$ cat config.mk
export PLATFORM = sky130hd
export DESIGN_NAME = mix_columns_engine_flat
export DESIGN_NICKNAME = d
export VERILOG_FILES = /design/src/rtl/aes_pkg.sv /design/src/rtl/mix_columns_engine_if.sv /design/src/rtl/mix_col_word.sv /design/src/rtl/mix_columns_engine.sv /design/src/flat_wrapper.sv
export SDC_FILE = /design/constraint.sdc
export NUM_CORES = 1
export LEC_CHECK = 0
export CAP_MARGIN = 20
export CORE_AREA = 5 5 99 101
export CTS_CLUSTER_DIAMETER = 120
export CTS_CLUSTER_SIZE = 14
export DETAILED_ROUTE_END_ITERATION = 6
export DIE_AREA = 0 0 104 106
export GPL_TIMING_DRIVEN = 0
export PLACE_DENSITY_LB_ADDON = 0.08
export SYNTH_ARGS = -nofsm -noshare
export SYNTH_HDL_FRONTEND = slang
export SYNTH_SLANG_ARGS = --single-unit
export TNS_END_PERCENT = 20
$ cat constraint.sdc
create_clock -name clk -period 1.5 [get_ports clk]
set_input_delay 0.45 -clock clk [delete_from_list [all_inputs] [get_ports clk]]
set_output_delay 0.45 -clock clk [all_outputs]
set_load 0.05 [all_outputs]
$ cat src/rtl/aes_pkg.sv
// Shared AES byte arithmetic, column/state types and the engine FSM encoding.
// GF(2^8) products are built from xtime chains only, so synthesis sees pure XOR trees.
package aes_pkg;

   localparam logic [7:0] AES_POLY = 8'h1B;

   typedef logic [31:0]      col_t;
   // Element [3] holds column 0 (bits 127:96), matching the bus layout.
   typedef logic [3:0][31:0] state_t;

   typedef enum logic [1:0] {IDLE, BUSY, DONE} fsm_t;

   function automatic logic [7:0] xtime(input logic [7:0] b);
      return {b[6:0], 1'b0} ^ (b[7] ? AES_POLY : 8'h00);
   endfunction

   function automatic logic [7:0] gf_mul2(input logic [7:0] b);
      return xtime(b);
   endfunction

   function automatic logic [7:0] gf_mul3(input logic [7:0] b);
      return xtime(b) ^ b;
   endfunction

   function automatic logic [7:0] gf_mul9(input logic [7:0] b);
      return xtime(xtime(xtime(b))) ^ b;
   endfunction

   function automatic logic [7:0] gf_mulB(input logic [7:0] b);
      return xtime(xtime(xtime(b))) ^ xtime(b) ^ b;
   endfunction

   function automatic logic [7:0] gf_mulD(input logic [7:0] b);
      return xtime(xtime(xtime(b))) ^ xtime(xtime(b)) ^ b;
   endfunction

   function automatic logic [7:0] gf_mulE(input logic [7:0] b);
      return xtime(xtime(xtime(b))) ^ xtime(xtime(b)) ^ xtime(b);
   endfunction

endpackage

$ cat src/rtl/mix_columns_engine_if.sv
// Input-state and result handshakes of the MixColumns engine.
interface mix_columns_engine_if;
   import aes_pkg::*;

   logic   s_valid;
   logic   s_ready;
   logic   s_inv;
   state_t s_state;
   logic   m_valid;
   logic   m_ready;
   state_t m_state;

   modport master (output s_valid, s_inv, s_state, m_ready,
                   input  s_ready, m_valid, m_state);
   modport slave  (input  s_valid, s_inv, s_state, m_ready,
                   output s_ready, m_valid, m_state);

endinterface

$ cat src/rtl/mix_col_word.sv
// One AES column through MixColumns (inv=0) or InvMixColumns (inv=1), purely combinational.
module mix_col_word
   import aes_pkg::*;
(
   input  col_t a,
   input  logic inv,
   output col_t y
);

   logic [7:0] b [4];

   always_comb begin
      for (int r = 0; r < 4; r++) b[r] = a[31-8*r -: 8];
      y = '0;
      for (int r = 0; r < 4; r++) begin
         if (inv)
            y[31-8*r -: 8] = gf_mulE(b[r])        ^ gf_mulB(b[2'(r+1)]) ^
                             gf_mulD(b[2'(r+2)])  ^ gf_mul9(b[2'(r+3)]);
         else
            y[31-8*r -: 8] = gf_mul2(b[r])        ^ gf_mul3(b[2'(r+1)]) ^
                             b[2'(r+2)]           ^ b[2'(r+3)];
      end
   end

endmodule

$ cat src/rtl/mix_columns_engine.sv
// Iterative (Inv)MixColumns over a 128-bit AES state, COLS_PER_CYCLE columns per clock.
// One block in flight: IDLE accepts, BUSY mixes, DONE holds the result until taken.
module mix_columns_engine
   import aes_pkg::*;
#(
   parameter int COLS_PER_CYCLE = 1
)(
   input  logic                 clk,
   input  logic                 rst,
   mix_columns_engine_if.slave  bus,
   output logic                 busy
);

   if (COLS_PER_CYCLE != 1 && COLS_PER_CYCLE != 2 && COLS_PER_CYCLE != 4) begin : g_bad_param
      $error("mix_columns_engine: COLS_PER_CYCLE must be 1, 2 or 4");
   end

   // With 4 columns per cycle the step wraps to 0, so every iteration is the last.
   localparam logic [1:0] STEP = 2'(COLS_PER_CYCLE);

   fsm_t       state_q, state_d;
   state_t     work_q, res_q;
   logic       inv_q;
   logic [1:0] cnt_q, cnt_nxt;
   logic       last;

   logic [1:0] idx     [COLS_PER_CYCLE];
   col_t       col_in  [COLS_PER_CYCLE];
   col_t       col_out [COLS_PER_CYCLE];

   assign cnt_nxt = cnt_q + STEP;
   assign last    = (cnt_nxt == 2'd0);

   for (genvar g = 0; g < COLS_PER_CYCLE; g++) begin : g_col
      assign idx[g]    = cnt_q + 2'(g);
      assign col_in[g] = work_q[~idx[g]];
      mix_col_word u_mix (
         .a   (col_in[g]),
         .inv (inv_q),
         .y   (col_out[g])
      );
   end

   always_ff @(posedge clk) begin
      if (rst) state_q <= IDLE;
      else     state_q <= state_d;
   end

   always_comb begin
      state_d = state_q;
      case (state_q)
         IDLE:    if (bus.s_valid) state_d = BUSY;
         BUSY:    if (last)        state_d = DONE;
         DONE:    if (bus.m_ready) state_d = IDLE;
         default:                  state_d = IDLE;
      endcase
   end

   always_comb begin
      bus.s_ready = 1'b0;
      bus.m_valid = 1'b0;
      busy        = 1'b0;
      case (state_q)
         IDLE:    bus.s_ready = 1'b1;
         BUSY:    busy        = 1'b1;
         DONE: begin
            bus.m_valid = 1'b1;
            busy        = 1'b1;
         end
         default: ;
      endcase
   end

   always_ff @(posedge clk) begin
      if (rst) begin
         work_q <= '0;
         res_q  <= '0;
         inv_q  <= 1'b0;
         cnt_q  <= 2'd0;
      end else begin
         case (state_q)
            IDLE: if (bus.s_valid) begin
               work_q <= bus.s_state;
               inv_q  <= bus.s_inv;
               cnt_q  <= 2'd0;
            end
            BUSY: begin
               for (int g = 0; g < COLS_PER_CYCLE; g++) res_q[~idx[g]] <= col_out[g];
               cnt_q <= cnt_nxt;
            end
            default: ;
         endcase
      end
   end

   assign bus.m_state = res_q;

endmodule

$ cat src/flat_wrapper.sv
// flat-port wrapper written by rule: the top's interface ports become plain ports
module mix_columns_engine_flat import aes_pkg::*;
#(
   parameter int COLS_PER_CYCLE = 1
)
  (clk, rst, busy, bus_s_valid, bus_s_inv, bus_s_state, bus_m_ready, bus_s_ready, bus_m_valid, bus_m_state);
  mix_columns_engine_if bus_i ();
  input  logic clk;
  input  logic rst;
  output logic busy;
  input wire logic [$bits(bus_i.s_valid)-1:0] bus_s_valid;
  input wire logic [$bits(bus_i.s_inv)-1:0] bus_s_inv;
  input wire logic [$bits(bus_i.s_state)-1:0] bus_s_state;
  input wire logic [$bits(bus_i.m_ready)-1:0] bus_m_ready;
  output wire logic [$bits(bus_i.s_ready)-1:0] bus_s_ready;
  output wire logic [$bits(bus_i.m_valid)-1:0] bus_m_valid;
  output wire logic [$bits(bus_i.m_state)-1:0] bus_m_state;
  assign bus_i.s_valid = bus_s_valid;
  assign bus_i.s_inv = bus_s_inv;
  assign bus_i.s_state = bus_s_state;
  assign bus_i.m_ready = bus_m_ready;
  assign bus_s_ready = bus_i.s_ready;
  assign bus_m_valid = bus_i.m_valid;
  assign bus_m_state = bus_i.m_state;
  mix_columns_engine #(.COLS_PER_CYCLE(COLS_PER_CYCLE)) u_core (.clk(clk), .rst(rst), .bus(bus_i), .busy(busy));
endmodule
==> results.md, run 1 <==
- Result of the run: finished clean
- Peak supply drop: approximately 0.54 mV
- TritonCTS clock tree: done
- Number of fillers in the final layout: 1022
- Share of the synthesized area in the top cell type: 0.7918
- Post-layout nets: 430
- Clock tree root buffer cell: sky130_fd_sc_hd__clkbuf_8
- Clk_lat worst skew: 210 ps
- Fraction of final layout cells with drive strength greater than 1: 0.4811
- Final routed wire length divided by cell count: 5.699 um
- Power Density: between 900 and 1000 mW/mm2
- Ant. Diodes: 0
- Hold wc startpoint: u_core.cnt_q[0]
- Final slew viol count: 0
- Clock skew: between 0.2 and 0.3 ps
- Hold buffer count at cts: 0
- Count of vias placed by the detailed router: between 800 and 900
- Die Height: 106 um
- Number of warnings reported in the yosys synthesis log: 0
- Biggest area contributors in the synthesized netlist: sky130_fd_sc_hd__buf_4, sky130_fd_sc_hd__dfxtp_1, sky130_fd_sc_hd__ha_1
- Count of H-tree levels built during CTS: 1
- Synthesis-to-layout area growth: 60.62%
- Mean number of vias per cell: about 2.2
- Ordered list of cells on the worst path: inv_2, ha_4, buf_8
- Effective utilization at floorplan: 0.1359
- Pin count of the biggest net entering global routing: 7
- Number of global-route vias before repair: between 700 and 800
- Chip width: ~100 um
- Number of clock sinks: 4
- Required arrival time at the worst endpoint: between 1000 and 1500 ps
- Achievable Freq: roughly 690 MHz
- Maximum number of buffers from clock root to sink: 2
- Count of nets left with antenna violations after detail routing: 0
- Share of the yosys chip area belonging to registers: 0.06598
- Port buffer count: 6
- Post-Synthesis Cell Area: about 0.0012 mm2
- Number of maximum-capacitance constraint violations: 0
- Start point of the critical path: u_core.state_q[0]
- DRC: 0
- Global-route wire length before repair: 3298 um
- Number of register bits inferred by synthesis: 4
- Static Leak: around 1.3 nW
- Setup tns final: 0 ps
- GR Util All Layers: 0.03620
- Detailed Route Iter0 Violations: 6
- Most instantiated cells after synthesis: sky130_fd_sc_hd__buf_4, sky130_fd_sc_hd__dfxtp_1, sky130_fd_sc_hd__ha_1
- Remaining global-route overflow: 0
- Die outline area: 0.01102 mm2
- Library cells used by synthesis: 17
- Post-CTS setup buffer count: 0
- Highest cell delay on the worst timing path: 320 ps
- Cell row count: 35
- Kind of critical path: reg2out
- Num ports: around 260
- Number of placed instances, taps included: roughly 400
- Post-layout util: 0.2182
- Synth Area per Inst: between 7 and 8 um2
- Class of the worst hold path: reg2reg
- RSZ-0062 raised after global routing: no
- Post-route insts no fill: about 400
- TritonCTS buffer count: 3
- Cell count after synthesis: roughly 160
- Sort of element at the start of the critical path: flop
- Detailed Routing Iterations Pass 1: 2
- Dominant register cell in the synthesized netlist: sky130_fd_sc_hd__dfxtp_1
- Worst setup slack before clock tree synthesis: -465.2 ps
- Clock slew at reported path FFs: approximately 30 ps
- Maximum fanout along the worst path: 3
- Most instantiated library cell after synthesis: sky130_fd_sc_hd__buf_4
- Kind of end point of the critical path: primary output
- Number of failing setup endpoints in the final timing report: 0
- Weighted congestion at the end of routability-driven global placement: 0.6168
- Final routed wirelength across all metal layers: between 2000 and 2500 um
- Yosys top cell by area: sky130_fd_sc_hd__buf_4
- Worst-path cell with the longest stage delay: sky130_fd_sc_hd__dfxtp_2
- Total half-perimeter wirelength after legalization and detailed placement: about 2200 um
- Critical path arrival: 1000 ps
- Initial antenna violation count: 0
- Number of failing hold endpoints at the final stage: 0
- Final worst-path cycle share: 0.9636
- Async set-reset flop share out of synthesis: 0
- Startpoint of the most critical register-to-register path: u_core.state_q[1]
- Core Box Area: around 0.009 mm2
- Worst Setup Slack, final: around 55 ps
- Number of synthesized flops with an enable pin: 0
- Time the worst path needs with I/O delays and setup: 1445 ps
- Total power after layout: approximately 1.9 mW
## kinds of logic (layout without fill, tap and decap cells)
family,after synthesis,in the layout,synth area share
flops,4,4,0.06598
compound gates,4,4,0.02371
buf+inv,130,139,0.7979
simple gates,11,11,0.05979
other cells,1,128,0.003090
mux,1,1,0.008248
fa+ha+maj,4,4,0.04124
## flip-flops by register name, summed over array words and instances, names as in the netlist
signal,count
u_core.cnt_q,2
u_core.state_q,2
## final cells by class
type                            instances  area [um2]  share of cell area
Buffer                                128       960.9              0.4929
Multi-Input combinational cell        148       654.4              0.3357
Timing Repair Buffer                    6       63.81             0.03273
Sequential cell                         4       82.58             0.04236
Clock buffer                            3       41.29             0.02118
Tap cell                              111       138.9             0.07125
Inverter                                2       7.507            0.003851
## worst max-delay path: cells and delay by family (launching register included)
family | cells | cell delay (ps)
flops | 1 | 320
fa+ha+maj | 1 | 260
buf+inv | 2 | 200
## worst paths after layout
check                           cells past startpoint  slack (ps)           endpoint
worst max-delay path                                3          50               busy
worst max register to register                      5         140  u_core.state_q[0]
worst min register to register                      2         470    u_core.cnt_q[0]
worst min-delay path                                2         470    u_core.cnt_q[0]
## layer usage
layer | track usage | up-vias | wire (um)
met2 | 0.06785 | 73 | 1195
met1 | 0.02920 | 312 | 620
li1 | - | 495 | -
met3 | 0.02489 | 2 | 468
met4 | 0.01388 | 0 | 7
met5 | 0 | - | 0
## power by group
part / switching (mW) / leakage, nW / internal [mW]
Clock: 0.0494 / 0.0216 / 0.170
Combinational: 1.06 / 1.22 / 0.468
Sequential: 0.0196 / 0.0334 / 0.140
## repair_timing
item | 4_1_cts | 5_1_grt
resized for setup | 24 | 2
setup endpoints to repair | 3 | 2
gates cloned | 0 | 0
## cell usage in the layout (no fill, tap or decap), types with 2 or more instances in the layout
cell                              Yosys  final
sky130_fd_sc_hd__clkdlybuf4s50_1      0      3
sky130_fd_sc_hd__o31ai_1              2      2
sky130_fd_sc_hd__dfxtp_1              4      2
sky130_fd_sc_hd__dfxtp_2              0      2
sky130_fd_sc_hd__clkbuf_8             0      3
sky130_fd_sc_hd__buf_4              128    129
sky130_fd_sc_hd__nand4_1              2      2
sky130_fd_sc_hd__ha_1                 4      3
sky130_fd_sc_hd__inv_2                0      2
sky130_fd_sc_hd__nor2b_1              2      2
sky130_fd_sc_hd__or2b_1               2      2
sky130_fd_sc_hd__conb_1               1    128
## stage by stage
stage	area, um2	hold slack (ps)
detailed placement	1892	467.1
global placement	1892	462.1
finish	1949	468.5
floorplan	1693	437.9
CTS	1947	476.2
global route	1949	515.0
Note: power is estimated with default switching activity, not from simulation.
==> run 2: changes to the inputs <==
GPL_TIMING_DRIVEN = default   (was 0)
==> results.md, run 2 (same netlist as run 1, synthesis figures left out) <==
- Result of the run: finished clean
- Maximum number of buffers from clock root to sink: 2 (unchanged)
- Total half-perimeter wirelength after legalization and detailed placement: 1510 um (-33%)
- Static Leak: 0.6095 nW (-52%)
- Count of vias placed by the detailed router: 557 (-37%)
- Area after detailed placement: 998.5 um2 (-47%)
- TritonCTS clock tree: done
- GR Util All Layers: 0.02109 (-0.01510)
- Number of clock sinks: 4 (unchanged)
- Worst path buffer plus inverter count: 2 (unchanged)
- Number of fillers in the final layout: 1042 (+2.0%)
- Die Height: 106 um (unchanged)
- Highest cell delay on the worst timing path: 320 ps (about the same)
- Critical path arrival: 990 ps (about the same)
- TritonCTS buffer count: 3 (unchanged)
- Remaining global-route overflow: 0 (unchanged)
- Synthesis-to-layout area growth: -12.47%
- Startpoint of the most critical register-to-register path: u_core.state_q[1]
- Peak supply drop: 0.5601 mV (+4.2%)
- Initial antenna violation count: 0 (unchanged)
- Number of placed instances, taps included: 276 (-31%)
- Achievable Freq: 694.8 MHz (+0.43%)
- Largest delay share family, worst path: flip-flops
- Worst hold endpoint: u_core.cnt_q[0]
- Final design instance area without fill: 0.001062 mm2 (-46%)
- Commonest non-fill, non-tap cell in the layout: sky130_fd_sc_hd__conb_1
- Cell row count: 35 (unchanged)
- Fraction of final layout cells with drive strength greater than 1: 0.1124 (-0.3687)
- Worst-path cell with the longest stage delay: sky130_fd_sc_hd__dfxtp_2
- Worst setup slack before clock tree synthesis: -102.8 ps (+362.4 ps)
- Die outline area: 0.01102 mm2 (unchanged)
- Most frequent cells in the layout: sky130_fd_sc_hd__conb_1, sky130_fd_sc_hd__buf_4, sky130_fd_sc_hd__clkbuf_8, sky130_fd_sc_hd__clkdlybuf4s50_1, sky130_fd_sc_hd__buf_12
- Area taken by multi-input logic gates: 656.9 um2 (+0.38%)
- Clock slew at reported path FFs: 30 ps (about the same)
- DRC: 0 (unchanged)
- Maximum fanout along the worst path: 3 (unchanged)
- Setup tns final: 0 ps (unchanged)
- Worst reg2reg setup slack: 190 ps (+50 ps)
- Worst flop-to-flop path endpoint: u_core.state_q[0]
- Time the worst path needs with I/O delays and setup: 1439 ps (-6.185 ps)
- Clk_lat worst skew: 210 ps (about the same)
- Number of failing setup endpoints in the final timing report: 0 (unchanged)
- Regs by FF count: u_core.cnt_q: 2 flops, u_core.state_q: 2 flops
- Class of the worst hold path: reg2reg
- Clock tree root buffer cell: sky130_fd_sc_hd__clkbuf_8
- Number of failing hold endpoints at the final stage: 0 (unchanged)
- Kind of end point of the critical path: primary output
- Hold wc startpoint: u_core.cnt_q[0]
- RSZ-0062 raised after global routing: no
- Sort of element at the start of the critical path: flop
- Core Box Area: 0.008934 mm2 (unchanged)
- Post-layout nets: 308 (-28%)
- Final routed wirelength across all metal layers: 1638 um (-29%)
- Mean number of vias per cell: 1.989 (-9.3%)
- Count of H-tree levels built during CTS: 1 (unchanged)
- Final routed wire length divided by cell count: 5.850 um (+2.6%)
- Pin count of the biggest net entering global routing: 6 (-1)
- Number of maximum-capacitance constraint violations: 0 (unchanged)
- Final worst-path cycle share: 0.9595 (-0.004123)
- Effective utilization at floorplan: 0.1359 (unchanged)
- Ordered list of cells on the worst path: inv_2, ha_4, buf_12
- Worst Setup Slack, final: 60.81 ps (+6.185 ps)
- Post-route insts no fill: 280 (-30%)
- Post-layout util: 0.1189 (-0.09930)
- Ant. Diodes: 0 (unchanged)
- Detailed Routing Iterations Pass 1: 2 (unchanged)
- Kind of critical path: reg2out
- Final slew viol count: 0 (unchanged)
- Power Density: 1704 mW/mm2 (+74%)
- Hold buffer count at cts: 0 (unchanged)
- Chip width: 104 um (unchanged)
- Clock skew: 0.8355 ps (+0.5547 ps)
- Total power after layout: 1.810 mW (-5.2%)
- Worst Hold Margin: 476.5 ps (+7.965 ps)
- Cells on Worst Hold Path: 2 (unchanged)
- Count of nets left with antenna violations after detail routing: 0 (unchanged)
- Weighted congestion at the end of routability-driven global placement: 0.5859 (-5.0%)
- R2R cell count: 5 (unchanged)
- Num ports: 264 (unchanged)
- Detailed Route Iter0 Violations: 6 (unchanged)
- Global-route wire length before repair: 1821 um (-45%)
- Port buffer count: 6 (unchanged)
- Required arrival time at the worst endpoint: 1050 ps (about the same)
- Reg area: 82.58 um2 (unchanged)
- Number of global-route vias before repair: 382 (-48%)
run 2: changes by cell type in the layout (fill, tap and decap cells not counted):
| cell | change |
|---|---|
| sky130_fd_sc_hd__ha_2 | +1 |
| sky130_fd_sc_hd__buf_6 | -1 |
| sky130_fd_sc_hd__ha_1 | -1 |
| sky130_fd_sc_hd__buf_12 | +3 |
| sky130_fd_sc_hd__buf_4 | -123 |
| sky130_fd_sc_hd__buf_8 | -1 |
run 2: worst register-to-register path, stage by stage (launching register included):
cell	delay, ps
sky130_fd_sc_hd__dfxtp_2	310
sky130_fd_sc_hd__inv_2	90
sky130_fd_sc_hd__ha_4	170
sky130_fd_sc_hd__or2b_1	280
sky130_fd_sc_hd__and3_4	170
sky130_fd_sc_hd__o31ai_1	190
run 2: routing by layer:
metal	track usage	vias up	routed length (um)
li1	-	252	-
met2	0.03415	71	796
met4	0.01110	0	7
met3	0.01214	2	417
met1	0.02156	232	416
met5	0	-	0
run 2: where the power goes:
group | switching, mW | internal (mW) | leakage, nW
sequential | 0.0181 | 0.140 | 0.0334
combinational | 1.05 | 0.378 | 0.555
clock | 0.0526 | 0.171 | 0.0216
run 2: cell type report:
class                      count  share of cell area
multi-input combinational    148              0.6184
tap                          111              0.1307
timing repair buffer          12              0.1272
sequential                     4             0.07774
clock buffer                   3             0.03887
inverter                       2            0.007067
run 2: what timing repair did:
item / CTS / global route
hold endpoints to repair: 0 / 0
setup endpoints to repair: 3 / 2
resized for setup: 5 / 1
setup buffers: 0 / 2
pin swaps: 0 / 1
run 2: how the worst max path moves through the flow:
stage	start	endpoint	slack [ps]	depth (start not counted)
2_1_floorplan	u_core.state_q[0]	u_core.state_q[0]	40	5
6_report	u_core.state_q[1]	busy	60	3
4_1_cts	u_core.state_q[0]	bus_s_ready	0.05	4
3_3_place_gp	bus_s_valid	u_core.state_q[0]	-130	4
3_5_place_dp	bus_s_valid	u_core.state_q[1]	-100	4
5_1_grt	u_core.state_q[1]	busy	20	3
